**src/rtl/reg_wb_arbiter.sv**
```systemverilog
// ----------------------------------------------------------------------------
// reg_wb_arbiter
//
// Write-back arbiter and sequencer for the multicycle datapath. Three
// requesters share the one register-bank write port:
//   - ALU result
//   - memory load
//   - link/exception write
//
// For each granted request the block latches the RegDst code, the resolved
// write address and the write data. It pulses RegWrite for one cycle, then
// pulses that requester's ack for one cycle.
//
// Sequence per request:
//   IDLE (sample/grant) -> WRITE (RegWrite) -> ACK (ack pulse) -> IDLE
//
// Configuration macro: REG_WB_RR_EN
//   - defined: ALU and MEM alternate round-robin on ties.
//   - undefined: fixed priority LINK > MEM > ALU.
//   In both builds LINK always has the highest priority.
//
// Ports:
//   clk, reset                      rising-edge clock, synchronous active-high reset
//   alu_req/alu_dst_rd/alu_rt/alu_rd/alu_data   ALU write-back request
//   alu_ack                         one-cycle write-complete pulse to the ALU
//   mem_req/mem_rt/mem_data         load write-back request (destination rt)
//   mem_ack                         one-cycle write-complete pulse to the load path
//   link_req/link_sel/link_data     link write (sel 0 -> r31, 1 -> r30)
//   link_ack                        one-cycle write-complete pulse to the link path
//   RegDst                          00 rt, 01 rd, 10 r31, 11 r30
//   reg_waddr/reg_wdata/RegWrite    register-bank write port
//   busy                            high in WRITE and ACK
// ----------------------------------------------------------------------------
module reg_wb_arbiter #(
    parameter int DATA_W = 32,
    parameter int ADDR_W = 5
) (
    input  logic              clk,
    input  logic              reset,

    input  logic              alu_req,
    input  logic              alu_dst_rd,
    input  logic [ADDR_W-1:0] alu_rt,
    input  logic [ADDR_W-1:0] alu_rd,
    input  logic [DATA_W-1:0] alu_data,
    output logic              alu_ack,

    input  logic              mem_req,
    input  logic [ADDR_W-1:0] mem_rt,
    input  logic [DATA_W-1:0] mem_data,
    output logic              mem_ack,

    input  logic              link_req,
    input  logic              link_sel,
    input  logic [DATA_W-1:0] link_data,
    output logic              link_ack,

    output logic [1:0]        RegDst,
    output logic [ADDR_W-1:0] reg_waddr,
    output logic [DATA_W-1:0] reg_wdata,
    output logic              RegWrite,
    output logic              busy
);

    typedef enum logic [1:0] {
        ST_IDLE  = 2'd0,
        ST_WRITE = 2'd1,
        ST_ACK   = 2'd2
    } state_t;

    typedef enum logic [1:0] {
        SRC_ALU  = 2'd0,
        SRC_MEM  = 2'd1,
        SRC_LINK = 2'd2
    } src_t;

    state_t            r_state;
    state_t            w_next_state;
    src_t              r_winner;
    src_t              w_winner;
    logic              w_any_req;

    logic [1:0]        r_regdst;
    logic [ADDR_W-1:0] r_waddr;
    logic [DATA_W-1:0] r_wdata;

    logic [1:0]        w_regdst;
    logic [ADDR_W-1:0] w_waddr;
    logic [DATA_W-1:0] w_wdata;

    assign w_any_req = alu_req | mem_req | link_req;

`ifdef REG_WB_RR_EN
    // 1 = MEM wins the next ALU/MEM tie, 0 = ALU wins it.
    logic r_ptr_mem;
`endif

    // ------------------------------------------------------------------
    // Winner selection (only consumed in IDLE)
    // ------------------------------------------------------------------
    // NOTE: every signal assigned in an always_comb gets a default first,
    // so no path through the block leaves it unassigned (which would infer a latch).
    always_comb begin
        w_winner = SRC_ALU;
        if (link_req) begin
            w_winner = SRC_LINK;
`ifdef REG_WB_RR_EN
        end else if (alu_req && mem_req) begin
            w_winner = r_ptr_mem ? SRC_MEM : SRC_ALU;
        end else if (mem_req) begin
            w_winner = SRC_MEM;
`else
        end else if (mem_req) begin
            w_winner = SRC_MEM;
`endif
        end else if (alu_req) begin
            w_winner = SRC_ALU;
        end
    end

    // Destination code, address and data of the selected requester.
    always_comb begin
        w_regdst = 2'b00;
        w_waddr  = '0;
        w_wdata  = '0;
        case (w_winner)
            SRC_ALU: begin
                w_regdst = alu_dst_rd ? 2'b01 : 2'b00;
                w_waddr  = alu_dst_rd ? alu_rd : alu_rt;
                w_wdata  = alu_data;
            end
            SRC_MEM: begin
                w_regdst = 2'b00;
                w_waddr  = mem_rt;
                w_wdata  = mem_data;
            end
            SRC_LINK: begin
                w_regdst = link_sel ? 2'b11 : 2'b10;
                w_waddr  = link_sel ? ADDR_W'(30) : ADDR_W'(31);
                w_wdata  = link_data;
            end
            default: begin
                w_regdst = 2'b00;
                w_waddr  = '0;
                w_wdata  = '0;
            end
        endcase
    end

    // ------------------------------------------------------------------
    // FSM: state register
    // ------------------------------------------------------------------
    // NOTE: clocked state uses non-blocking assignments so every register
    // samples pre-edge values, independent of statement order.
    always_ff @(posedge clk) begin
        if (reset) begin
            r_state <= ST_IDLE;
        end else begin
            r_state <= w_next_state;
        end
    end

    // FSM: next-state logic
    always_comb begin
        w_next_state = r_state;
        case (r_state)
            ST_IDLE:  w_next_state = w_any_req ? ST_WRITE : ST_IDLE;
            ST_WRITE: w_next_state = ST_ACK;
            ST_ACK:   w_next_state = ST_IDLE;
            default:  w_next_state = ST_IDLE;
        endcase
    end

    // Grant capture: fields are latched only on the IDLE cycle that grants,
    // so input changes during WRITE/ACK cannot reach the write port.
    always_ff @(posedge clk) begin
        if (reset) begin
            r_winner <= SRC_ALU;
            r_regdst <= 2'b00;
            r_waddr  <= '0;
            r_wdata  <= '0;
        end else if (r_state == ST_IDLE && w_any_req) begin
            r_winner <= w_winner;
            r_regdst <= w_regdst;
            r_waddr  <= w_waddr;
            r_wdata  <= w_wdata;
        end
    end

`ifdef REG_WB_RR_EN
    // The pointer moves to the other requester after every ALU or MEM grant.
    // LINK grants leave it untouched.
    always_ff @(posedge clk) begin
        if (reset) begin
            r_ptr_mem <= 1'b0;
        end else if (r_state == ST_IDLE && w_any_req) begin
            if (w_winner == SRC_ALU) begin
                r_ptr_mem <= 1'b1;
            end else if (w_winner == SRC_MEM) begin
                r_ptr_mem <= 1'b0;
            end
        end
    end
`endif

    // ------------------------------------------------------------------
    // FSM: output logic
    // ------------------------------------------------------------------
    // Writes to register 0 are dropped at the enable. The FSM still walks
    // WRITE -> ACK so the requester gets its ack.
    always_comb begin
        RegWrite = 1'b0;
        alu_ack  = 1'b0;
        mem_ack  = 1'b0;
        link_ack = 1'b0;
        busy     = 1'b0;
        case (r_state)
            ST_WRITE: begin
                RegWrite = (r_waddr != '0);
                busy     = 1'b1;
            end
            ST_ACK: begin
                alu_ack  = (r_winner == SRC_ALU);
                mem_ack  = (r_winner == SRC_MEM);
                link_ack = (r_winner == SRC_LINK);
                busy     = 1'b1;
            end
            default: begin
                RegWrite = 1'b0;
                busy     = 1'b0;
            end
        endcase
    end

    assign RegDst    = r_regdst;
    assign reg_waddr = r_waddr;
    assign reg_wdata = r_wdata;

endmodule

```
**config.mk**
```make
export PLATFORM = sky130hd
export DESIGN_NAME = reg_wb_arbiter
export DESIGN_NICKNAME = d
export VERILOG_FILES = /design/src/rtl/reg_wb_arbiter.sv
export SDC_FILE = /design/constraint.sdc
export NUM_CORES = 1
export LEC_CHECK = 0
export BUFFER_PORTS_ARGS = -buffer_cell sky130_fd_sc_hd__buf_2
export CORE_MARGIN = 10
export CORE_UTILIZATION = 38
export CTS_BUF_LIST = sky130_fd_sc_hd__clkbuf_8
export DETAILED_ROUTE_END_ITERATION = 6
export PLACE_DENSITY = 0.78
export SKIP_LAST_GASP = 1
export SLEW_MARGIN = 20
export SYNTH_ARGS = -nofsm -noshare
export SYNTH_HDL_FRONTEND = slang
export SYNTH_SLANG_ARGS = --single-unit
```
**constraint.sdc**
```tcl
create_clock -name clk -period 1.3 [get_ports clk]
set_input_delay 0.13 -clock clk [delete_from_list [all_inputs] [get_ports clk]]
set_output_delay 0.13 -clock clk [all_outputs]
set_load 0.005 [all_outputs]
```
==> run_results.csv <==
group,metric,value,unit
cells_and_area,nFillCells,544,
timing,final_hold_viol_count,0,
setup_path,ff2ff_path_depth,7,
grt,grt_antenna_before_repair,0,
detailed_routing,drc_errors,0,
setup_path,critPathMaxFanout,2,
logic_synthesis,synth_xor_area_frac,0,
cells_and_area,fin_nets,535,
detailed_routing,drtAntennaViolNets,0,
grt,grt_pass1_wl,12.6,mm
power_and_ir_drop,ir_drop,0.000390,V
logic_synthesis,syn-cell-area,2310,µm²
logic_synthesis,ys_ff_latch,43,
detailed_routing,drt_wl_total,7.92,mm
logic_synthesis,synth_compound_area_frac,0.244,
timing,tightest_slew,372,ps
status,status,"finished, violations left",
detailed_routing,drtPass1Iterations,4,
floorplan,core_area,5920,µm²
placed_design,dpl.hpwl,6.15,mm
logic_synthesis,postSynthAreaPerCell,9.37,µm²
setup_path,cp_data_arrival_time,1450,ps
logic_synthesis,ys_types,33,
clock_tree,hold_buffers,0,
setup_path,path_class,"flop to output port",
placed_design,port_buffers,161,
run,maxCapViolations,0,
clock_tree,path_clk_slew,80,ps
floorplan,die_w,97.9,µm
detailed_routing,drt_iter0_drc,52,
worst_hold_path,whs_endpoint,"reg_wdata[6]",
clock_tree,cts_max_path_buffers,2,
power_and_ir_drop,powerDensity,974,nW/µm²
logic_synthesis,yosys.area_share.adder,0.0163,
clock_tree,cts_root_buffer,"clkbuf_8",
detailed_routing,wl_per_cell,16.2,µm
clock_tree,numCtsBuffers,5,
logic_synthesis,synth-edff-count,0,
worst_hold_path,min_path_cells,4,
setup_path,start_kind,"flop",
logic_synthesis,synthSimpleGateAreaFrac,0.113,
clock_tree,cts_sinks,43,
setup_path,r2r_setup_slack,-30,ps
worst_hold_path,min-delay-start,"link_data[6]",
logic_synthesis,synthMuxAreaShare,0.181,
timing,finClkSkew,6.00,ps
cells_and_area,area_delta_synth_final,51.7,%
timing,clock.fmax,634,MHz
grt,grt_overflow,0,
logic_synthesis,ys_seq_area_frac,0.373,
setup_path,reg2reg_to,"reg_wdata[2]",
power_and_ir_drop,power_leakage,0.00184,µW
cells_and_area,utilization,0.591,
clock_tree,worstSkewPairLatency,290,ps
logic_synthesis,syn-num-nets,367,
clock_tree,cts_tree,"yes",
detailed_routing,viasPerCell,4.87,
timing,period_minus_slack,1580,ps
floorplan,io_pins,162,
status,violations,"setup timing",
timing,finalSetupViolCount,16,
logic_synthesis,syn-instance-count,246,
floorplan,initial_core_util,0.389,
grt,grt_start_max_net_pins,65,
grt,grt_usage,0.153,
floorplan,die_area,9580,µm²
timing,worst_slack,-278,ps
setup_path,endpoint_kind,"output port",
timing,period_share,1.21,
grt,grt_pass1_vias,2555,
timing,rsz0062_at_grt,"yes",
logic_synthesis,ys.warnings.count,0,
placed_design,post-place-ws,-48.3,ps
detailed_routing,via_count,2388,
logic_synthesis,synth_top_family_by_area,"compound AO/OA/AOI/OAI gates",
timing,final_max_slew_viol_count,0,
floorplan,rows,28,
cells_and_area,drive_above_1_share,0.513,
placed_design,gp_congestion,0.746,
cells_and_area,antenna_cells,0,
logic_synthesis,synth_flop_cell,"dfxtp_1",
setup_path,required,1170,ps
setup_path,reg2reg_from,"r_state[0]",
floorplan,die_y,97.9,µm
clock_tree,htree_levels,2,
logic_synthesis,async_flop_share,0,
timing,relSlewSlack,0.752,
worst_hold_path,hp-class,"input port to flop",
-- where the power goes --
group | internal (µW) | leakage [µW] | total, µW | switching, µW
clock | 368 | 0.0000477 | 825 | 457
sequential | 1450 | 0.000356 | 1530 | 74.9
combinational | 580 | 0.00143 | 1050 | 470
-- cell usage in the layout (no fill, tap or decap), types with 2 or more instances in the layout --
cell      Yosys  layout
mux2i_1      36      36
nor2b_1       2       2
buf_4         3       7
nor2_4        0       2
clkbuf_8      0       5
o21ai_0      32      32
nand2_1      36      36
buf_12        0       4
buf_2         2     161
clkinv_2      0       3
a211oi_2      0       3
dfxtp_1      43      39
ha_4          0       2
nand2b_1      3       3
a22o_1       32      32
inv_2         0       2
dfxtp_2       0       4
buf_6         4       7
mux2_2        4       4
a21oi_1       3       3
nor2_1        9       8
-- worst max-delay path, cell delays in order (launching register included) --
cell	delay, ps
dfxtp_1	320
or4_1	530
o21a_1	180
buf_2	120
-- worst max path at each step --
stage / startpoint / to / slack [ps] / cells after the start
global route: reg_waddr[0] / RegWrite / -300 / 3
floorplan: r_state[0] / reg_wdata[0] / 30 / 6
global placement: mem_req / reg_wdata[12] / -40 / 5
CTS: reg_waddr[3] / RegWrite / -290 / 3
finish: reg_waddr[0] / RegWrite / -280 / 3
detailed placement: mem_req / reg_wdata[12] / -50 / 5
-- synth_stat cells, types with 2 or more instances --
master / n / area [µm²]
mux2i_1: 36 / 360
clkbuf_1: 9 / 33.8
inv_1: 3 / 11.3
mux2_2: 4 / 45.0
ha_1: 3 / 37.5
nand2b_1: 3 / 18.8
nand2_1: 36 / 135
a211oi_1: 4 / 30.0
nor2b_1: 2 / 12.5
buf_6: 4 / 45.0
buf_8: 3 / 45.0
o21ai_0: 32 / 160
a22o_1: 32 / 280
a21oi_1: 3 / 15.0
nor2_1: 9 / 33.8
buf_4: 3 / 22.5
buf_2: 2 / 10.0
dfxtp_1: 43 / 861
-- layer usage --
layer / GRT usage / wire length (µm)
met1: 0.171 / 3300
met2: 0.264 / 3860
met3: 0.0634 / 682
met4: 0.0358 / 74
met5: 0 / 0
-- area by class of cell --
type / instances / area (µm²) / share of cell area
Clock buffer: 5 / 68.8 / 0.0197
Clock inverter: 3 / 15.0 / 0.00429
Inverter: 3 / 11.3 / 0.00322
Multi-Input combinational cell: 179 / 1360 / 0.388
Sequential cell: 43 / 866 / 0.248
Tap cell: 75 / 93.8 / 0.0268
Timing Repair Buffer: 182 / 1080 / 0.310
-- cell families (layout without fill, tap and decap cells) --
group | count (synthesis) | after routing
muxes | 41 | 41
DFF | 43 | 43
AOI/OAI and AO/OA | 78 | 78
buffers and inverters | 24 | 193
adders and majority gates | 3 | 3
and+or+nand+nor | 57 | 57
-- registers in the layout, indices dropped and copies added, names as in the netlist --
register   flops
RegDst         2
r_state        2
r_winner       2
reg_waddr      5
reg_wdata     32
-- repair_timing --
| action | 4_1_cts | 5_1_grt |
|---|---|---|
| resized for setup | 15 | 17 |
| buffers inserted | 3 | 0 |
| endpoints found under the setup margin | 37 | 42 |
| cloned | 2 | 3 |
| pin swaps | 3 | 24 |
-- metrics by stage --
stage               power, µW  instances  cell area (µm²)  hold slack [ps]  TNS (ps)
global placement         2460        474             3210              434     -39.6
floorplan                2050        246             2320              334         0
finish                   3400        490             3500              149      -545
detailed placement       2490        474             3210              445      -469
CTS                      3360        487             3390              133      -375
global route             3620        490             3500              166     -2460
(Power assumes the default switching activity.)
